<file path="src/rtl/keccak_pkg.sv">
// Shared constants and types for the Keccak absorb front end.
// Lane/rate geometry, the final pad bit and the buffer FSM encoding.
package keccak_pkg;

  localparam int LANE_W     = 64;
  localparam int RATE_LANES = 9;
  localparam int RATE_W     = LANE_W * RATE_LANES;
  localparam int STATE_W    = 1600;
  localparam int LANE_BYTES = LANE_W / 8;

  localparam logic [7:0] PAD_FINAL = 8'h80;

  typedef enum logic {
    FILL = 1'b0,
    HOLD = 1'b1
  } state_e;

endpackage

</file>
<file path="src/rtl/keccak_pad_lane.sv">
// Masks the final message word to its valid bytes, inserts the pad byte after
// them and, for the top lane of the rate, ORs in the closing 0x80.
module keccak_pad_lane
  import keccak_pkg::*;
#(
  parameter logic [7:0] PAD_BYTE = 8'h01
) (
  input  logic [LANE_W-1:0] word_i,
  input  logic [2:0]        bytes_i,
  input  logic              is_last_i,
  input  logic              is_top_lane_i,
  output logic [LANE_W-1:0] lane_o
);

  always_comb begin
    lane_o = word_i;
    if (is_last_i) begin
      for (int b = 0; b < LANE_BYTES; b++) begin
        if (b < int'(bytes_i)) begin
          lane_o[8*b +: 8] = word_i[8*b +: 8];
        end else if (b == int'(bytes_i)) begin
          lane_o[8*b +: 8] = PAD_BYTE;
        end else begin
          lane_o[8*b +: 8] = 8'h00;
        end
      end
      // Pad byte and final bit may share byte 7 when in_bytes==7 (0x81).
      if (is_top_lane_i) begin
        lane_o[LANE_W-1 -: 8] = lane_o[LANE_W-1 -: 8] | PAD_FINAL;
      end
    end
  end

endmodule

</file>
<file path="src/rtl/keccak_absorb_buffer.sv">
// Packs 64-bit message words into 576-bit rate blocks, pads the final block
// and hands each block downstream.
//
// Handshakes: a transfer happens on a rising edge where valid && ready are both
// high. The source holds data/valid stable until that edge; ready never depends
// combinationally on valid. in_ready and blk_valid are decoded from state only
// and are mutually exclusive, so there is one bubble cycle after each handoff.
module keccak_absorb_buffer #(
  parameter int         LANE_W     = keccak_pkg::LANE_W,
  parameter int         RATE_LANES = keccak_pkg::RATE_LANES,
  parameter logic [7:0] PAD_BYTE   = 8'h01
) (
  input  logic                         clk,
  input  logic                         rst_n,
  input  logic [LANE_W-1:0]            in_data,
  input  logic                         in_valid,
  output logic                         in_ready,
  input  logic                         in_last,
  input  logic [2:0]                   in_bytes,
  output logic [LANE_W*RATE_LANES-1:0] blk_data,
  output logic                         blk_valid,
  input  logic                         blk_ready,
  output logic                         blk_last,
  output keccak_pkg::state_e           dbg_state
);

  import keccak_pkg::*;

  localparam int BLK_W = LANE_W * RATE_LANES;
  localparam int CNT_W = $clog2(RATE_LANES);
  localparam logic [CNT_W-1:0] TOP_LANE = CNT_W'(RATE_LANES - 1);

  state_e             state_q;
  logic [CNT_W-1:0]   cnt_q;
  logic [BLK_W-1:0]   blk_data_q;
  logic               blk_last_q;
  logic [LANE_W-1:0]  lane_d;
  logic               accept;
  logic               handoff;
  logic               is_top_lane;

  assign in_ready    = (state_q == FILL);
  assign blk_valid   = (state_q == HOLD);
  assign blk_data    = blk_data_q;
  assign blk_last    = blk_last_q;
  assign dbg_state   = state_q;

  assign accept      = in_valid && in_ready;
  assign handoff     = blk_valid && blk_ready;
  assign is_top_lane = (cnt_q == TOP_LANE);

  keccak_pad_lane #(
    .PAD_BYTE (PAD_BYTE)
  ) u_pad_lane (
    .word_i        (in_data),
    .bytes_i       (in_bytes),
    .is_last_i     (in_last),
    .is_top_lane_i (is_top_lane),
    .lane_o        (lane_d)
  );

  always_ff @(posedge clk or negedge rst_n) begin
    if (!rst_n) begin
      state_q    <= FILL;
      cnt_q      <= '0;
      blk_data_q <= '0;
      blk_last_q <= 1'b0;
    end else begin
      case (state_q)
        FILL: begin
          if (accept) begin
            blk_data_q[int'(cnt_q)*LANE_W +: LANE_W] <= lane_d;
            if (in_last) begin
              // Lanes above cnt are still zero from the last handoff, so the
              // closing bit is simply set when the pad lane is not the top one.
              if (!is_top_lane) begin
                blk_data_q[BLK_W-1] <= 1'b1;
              end
              blk_last_q <= 1'b1;
              cnt_q      <= '0;
              state_q    <= HOLD;
            end else if (is_top_lane) begin
              blk_last_q <= 1'b0;
              cnt_q      <= '0;
              state_q    <= HOLD;
            end else begin
              cnt_q <= cnt_q + 1'b1;
            end
          end
        end
        HOLD: begin
          if (handoff) begin
            blk_data_q <= '0;
            blk_last_q <= 1'b0;
            state_q    <= FILL;
          end
        end
        default: begin
          state_q <= FILL;
        end
      endcase
    end
  end

endmodule

</file>
<file path="config.mk">
export PLATFORM = sky130hd
export DESIGN_NAME = keccak_absorb_buffer
export DESIGN_NICKNAME = d
export VERILOG_FILES = /design/src/rtl/keccak_pkg.sv /design/src/rtl/keccak_pad_lane.sv /design/src/rtl/keccak_absorb_buffer.sv
export SDC_FILE = /design/constraint.sdc
export NUM_CORES = 1
export LEC_CHECK = 0
export BUFFER_PORTS_ARGS = -buffer_cell sky130_fd_sc_hd__buf_2
export CORE_AREA = 2 2 253 255
export DETAILED_ROUTE_END_ITERATION = 8
export DIE_AREA = 0 0 255 257
export PLACE_DENSITY = 0.7
export SYNTH_ARGS = -nofsm -noshare
export SYNTH_HDL_FRONTEND = slang
export SYNTH_SLANG_ARGS = --single-unit
export TNS_END_PERCENT = 10
</file>
<file path="constraint.sdc">
create_clock -name clk -period 3.4 [get_ports clk]
set_input_delay 0.51 -clock clk [delete_from_list [all_inputs] [get_ports clk]]
set_output_delay 0.51 -clock clk [all_outputs]
set_load 0.01 [all_outputs]
</file>
Word-level counts from Yosys, hierarchy flattened
Cells that the tools add are included.
{"block": "totals", "reg_bits": 582, "word_cells": 68, "out_inout_bits": 580}
{"block": "classes", "n_bitwise": 1, "n_reduce_logical": 6, "eq_ne": 11, "n_shift": 2, "muxes": 35, "n_addsub": 2, "n_lt_le_gt_ge": 7}
{"cell": "$mux 576", "n": 2}
{"cell": "$pmux 576 s2", "n": 1}
{"cell": "$bwmux 576", "n": 1}
{"cell": "$shift 64x33->576 const A", "n": 1}
{"cell": "$shiftx 64x33->576", "n": 1}
{"cell": "$mux 64", "n": 1}
{"cell": "$mux 8", "n": 8}
{"cell": "$neg 10->33", "n": 1}
{"cell": "$mux 1", "n": 18}
{"cell": "$eq 3x3->1 const A", "n": 4}
{"cell": "$lt 3x3->1 const A", "n": 3}
{"cell": "$mux 4", "n": 2}
{"cell": "$eq 2x3->1 const A", "n": 2}
{"cell": "$lt 1x3->1 const A", "n": 2}
{"cell": "$lt 2x3->1 const A", "n": 2}
{"cell": "$add 4x1->4 const B", "n": 1}
{"cell": "$eq 4x4->1 const B", "n": 1}
{"cell": "$ne 2x1->1 const B", "n": 2}
{"cell": "$pmux 1 s2", "n": 2}
{"cell": "$reduce_and 2->1", "n": 2}
{"cell": "$eq 1x3->1 const A", "n": 1}
{"cell": "$logic_not 3->1", "n": 1}
{"cell": "$ne 3x1->1 const B", "n": 1}
{"cell": "$reduce_and 3->1", "n": 1}
{"cell": "other kinds (2)", "n": 3}

Logic depth before layout (Yosys ltp)
{"block": "depth", "word_depth": 10, "mapped_depth": 10, "ltp_nobuf": 6}

Cells and area by module
A second synthesis with hierarchy kept.
{"block": "hier_totals", "hier_cells": 2374, "area_unflattened_um2": 24750.0}
{"module": "keccak_absorb_buffer", "instances": 1, "cells_each": 2285, "seq_area_each_um2": 14564.0, "area_per_inst_um2": 24125.6}
{"module": "keccak_pad_lane", "instances": 1, "cells_each": 89, "seq_area_each_um2": 0.0, "area_per_inst_um2": 624.3}

Worst setup path before layout
OpenSTA, ideal clock, no wires.
{"block": "synth_path", "kind": "register to register", "start": "reg cnt_q[0]", "end": "reg blk_data_q[40] (netlist: blk_data[40])", "stages_incl_launch_ff": 10, "arrival_ns": 2.356, "path_slack_ns": 0.890, "period_less_slack_ns": 2.510, "cell_sequence": "dfrtp_1 > buf_2 > nor3_1 > ha_1 > or4b_1 > o41a_1 > buf_2 > clkbuf_1 > nand2_1 > o31ai_2"}
{"block": "synth_via", "elab_chain_cells": 7, "word_cells_on_any_way": 9, "cone_classes": "add/sub (1); eq/ne (1); shift (2); mux (5)"}
{"element": "start: declaration", "line": "keccak_absorb_buffer.sv:34", "rtl": "logic [CNT_W-1:0] cnt_q;"}
{"element": "start signal: assignment", "line": "keccak_absorb_buffer.sv:87", "rtl": "cnt_q <= cnt_q + 1'b1;"}
{"element": "branches (longest 4 deep; another with $neg 10->33)"}
{"element": "$bwmux 576 *", "line": "keccak_absorb_buffer.sv:72", "rtl": "blk_data_q[int'(cnt_q)*LANE_W +: LANE_W] <= lane_d;"}
{"element": "$mux 576 *", "line": "keccak_absorb_buffer.sv:71", "rtl": "if (accept) begin"}
{"element": "$pmux 576 s2 *", "line": "keccak_absorb_buffer.sv:69", "rtl": "case (state_q)"}
{"element": "end signal: indexed assignment", "line": "keccak_absorb_buffer.sv:72"}
{"element": "end: declaration", "line": "keccak_absorb_buffer.sv:35", "rtl": "logic [BLK_W-1:0] blk_data_q;"}
Mark *: on every way between the ends. The select of a mux whose other input is x is not followed.
A chain may end at the register's enable or synchronous reset.

Worst setup path after layout
{"block": "layout_path", "start": "reg cnt_q[1]", "end": "reg blk_data_q[152] (netlist: blk_data[152])"}
The elaborated chain is that of the path after synthesis.

==> flow_summary.ini <==
[worst_setup_path]
path_cells = nor3_1 -> ha_1 -> nor4b_4 -> o2111a_2 -> nor2_4 -> buf_4 -> a22o_1
worstPathArrival_ps = 3800
path_buf_inv = 1
cpPeakStageDelay_ps = 870
cp-start-kind = flip-flop
worstSetupEndpointType = flip-flop
slowest_stage = nor2_4
path_max_fanout = 37
critPathTopFamily = simple AND/OR/NAND/NOR gates
crit_required_ps = 3940
path_class = reg2reg

[route]
viasPerCell = 5.994
initialDrtViolationCount = 1739
routed_wl_um = 94050
ant_nets = 0
vias = 20386
drc_errors = 0
post_drt_wl_per_cell_um = 27.65
first_pass_iters = 5

[clock_network]
ctsHoldBuffers = 1
clkLatencyLatePin_ps = 610
cts_setup_buffers = 0
cts_tree = done
ctsResizeCount = 0
clkTransAtPathRegs_ps = 70
cts_buffers = 60
clkSinkCount = 582
clockBufferDepth = 3
cts-root-buf = clkbuf_16
htree_levels = 2

[cells_and_area]
syn_to_final_growth_pct = 26.57
multi_input_area_mm2 = 0.008123
drive_above_1_share_pct = 35.55
nets = 2587
fillers = 5697
final_cell_area_mm2 = 0.02975
regArea_mm2 = 0.01456
layout.cells.non_filler = 3401

[power]
fin_total_pwr_mw = 16.34
combPwrFrac_pct = 15.6
internal_power_mw = 11.47
vdd_drop_max_mv = 0.3941
p_sw_mw = 4.875
power_density_mw_per_mm2 = 549.4
p_leak_nw = 15.22
switching_share_pct = 29.83
p_seq_share_pct = 44.0
power.share.clock_pct = 40.4

[timing]
fmax_ghz = 0.3061
slew_headroom_pct = 22.43
hold_viol = 0
skew_ps = 17.02
setup_viol = 0
finalCritPeriodShare_pct = 96.10
finalCriticalPeriod_ps = 3267
final_max_slew_viol_count = 0
tns_ps = 0
rsz0062_at_grt = no
tightest_slew_ps = 1161
fin_ws_ps = 132.6

[min_path]
hp-class = in2reg

[synthesis]
synth_cell_types = 60
synth_area_leaders = dfrtp_1, o41ai_1, o2bb2ai_1
synth.top_cell.area_share_pct = 61.97
synth-seq-area-share_pct = 61.97
synth_seq_cells = 582
syn_area_per_cell_um2 = 12.11
netlist_instances = 1941
synth_ff_type = dfrtp_1
synth_nets = 2018
synth_area_mm2 = 0.02350
synthArstFlopShare_pct = 100.0
ys_warn_count = 0
synth_top_cell_by_area = dfrtp_1
synth_enable_flop_cells = 0

[placement]
placed_area_mm2 = 0.02778
pre_cts_slack_ps = 173.3
dp_hpwl_um = 61140
gp_congestion = 0.8520
numPortBuffers = 651
dp_cells = 3293

[floorplan]
die_h_um = 257
io_pins = 652
die_w_um = 255
row_count = 92
coreArea_mm2 = 0.06274
start_util_pct = 37.46
die-area_mm2 = 0.06554

[global_routing]
grt_max_degree = 161
track_usage_pct = 28.05
grt_pass1_wl_um = 138000
grt_overflow = 0
grt_pass1_vias = 20608
antenna_found_initial = 4

[run]
maxCapViolCount = 0

[status]
status = finished clean
## cells in the mapped netlist, types with 2 or more instances
| cell | count |
|---|---|
| o41ai_1 | 146 |
| mux2i_1 | 2 |
| o21a_1 | 3 |
| buf_4 | 9 |
| nor3_1 | 5 |
| nand2_1 | 261 |
| and4_1 | 2 |
| o211ai_1 | 128 |
| nor2_1 | 21 |
| o2bb2ai_1 | 130 |
| and3_1 | 29 |
| o21ai_0 | 135 |
| dfrtp_1 | 582 |
| inv_1 | 7 |
| nand3_1 | 46 |
| o21ai_1 | 3 |
| buf_2 | 56 |
| buf_6 | 9 |
| a22o_1 | 88 |
| o31ai_1 | 14 |
| ha_1 | 5 |
| o41ai_2 | 9 |
| o2111ai_1 | 4 |
| nand2b_1 | 6 |
| and2_1 | 3 |
| clkbuf_1 | 131 |
| o2111a_1 | 3 |
| a21oi_1 | 4 |
| nor2b_1 | 4 |
| a41oi_2 | 2 |
| buf_1 | 4 |
| or4_1 | 2 |
| o31ai_2 | 60 |
| and2b_1 | 2 |
## cell families after synthesis
group,Yosys count,share of synthesized area [%]
compound gates,741,25.96
xor+xnor,2,0.1065
fa+ha+maj,5,0.2662
buf+inv,216,4.179
flops,582,61.97
mux,3,0.1331
simple gates,392,7.379
## sequential cells by signal (all words and copies together) (netlist names)
register   count
blk_data     576
blk_last       1
blk_valid      1
cnt_q          4
## worst paths after layout
kind | start | to | slack, ps | cells past startpoint
min in group asynchronous | rst_n | blk_data[336] | 500 | 2
worst min register to register | blk_data[236] | blk_data[236] | 480 | 2
worst min-delay path | blk_ready | blk_valid | 140 | 2
max in group asynchronous | rst_n | blk_data[432] | 1820 | 4
worst max register to register | cnt_q[1] | blk_data[152] | 130 | 7
worst max-delay path | cnt_q[1] | blk_data[152] | 130 | 7
## metal layers
| metal | share of wire (%) | vias to the layer above | track usage [%] |
|---|---|---|---|
| met4 | 4.4 | 2 | 11.83 |
| met1 | 38 | 10371 | 35.38 |
| li1 | - | 8514 | - |
| met5 | 0.013 | - | 0 |
| met2 | 48 | 1258 | 46.15 |
| met3 | 9.1 | 241 | 6.524 |
## cells in the final DEF (no fill, tap or decap), types with 3 or more instances in the layout
master,count
o2bb2ai_1,130
o21ai_0,135
o41ai_1,146
o21ai_1,3
o31ai_1,14
bufinv_16,3
nand2_1,256
nor3_1,5
buf_4,43
nand3_1,45
nor2_4,3
and3_1,29
o211ai_1,128
clkbuf_1,14
buf_2,650
nor2b_1,4
ha_1,5
o31ai_2,60
clkbuf_16,61
inv_1,7
a21oi_1,4
dfrtp_1,582
o2111ai_2,4
nand2b_1,6
a22o_1,88
nor2_1,20
clkbuf_8,15
o41ai_2,9
and2_1,3
nand2_4,3
clkinv_2,10
buf_12,21
## metrics by stage
| step | util (%) | hold WS (ps) |
|---|---|---|
| floorplan | - | 214.4 |
| global placement | 44.29 | 455.7 |
| detailed placement | 44.29 | 460.5 |
| CTS | 47.41 | 108.0 |
| global route | 47.42 | 131.6 |
| finish | 47.42 | 138.3 |
## power groups by stage
| stage | Sequential [mW] | Clock (mW) | Combinational, mW |
|---|---|---|---|
| floorplan | 7.37 | 0 | 1.36 |
| global placement | 7.30 | 0 | 2.47 |
| detailed placement | 7.31 | 0 | 2.53 |
| CTS | 7.19 | 6.67 | 2.54 |
| global route | 7.20 | 6.94 | 2.70 |
| finish | 7.19 | 6.60 | 2.55 |
## area by class of cell
| type | count | share of cell area (%) |
|---|---|---|
| clock inverters | 16 | 0.5552 |
| clock buffers | 90 | 6.002 |
| multi-input cells | 1143 | 27.31 |
| diodes | 1 | 0.008413 |
| flip-flops and latches | 582 | 48.96 |
| repair buffers | 716 | 13.52 |
| inverters | 7 | 0.08833 |
| well taps | 846 | 3.559 |
No activity file was read; power rests on OpenSTA's default activity.
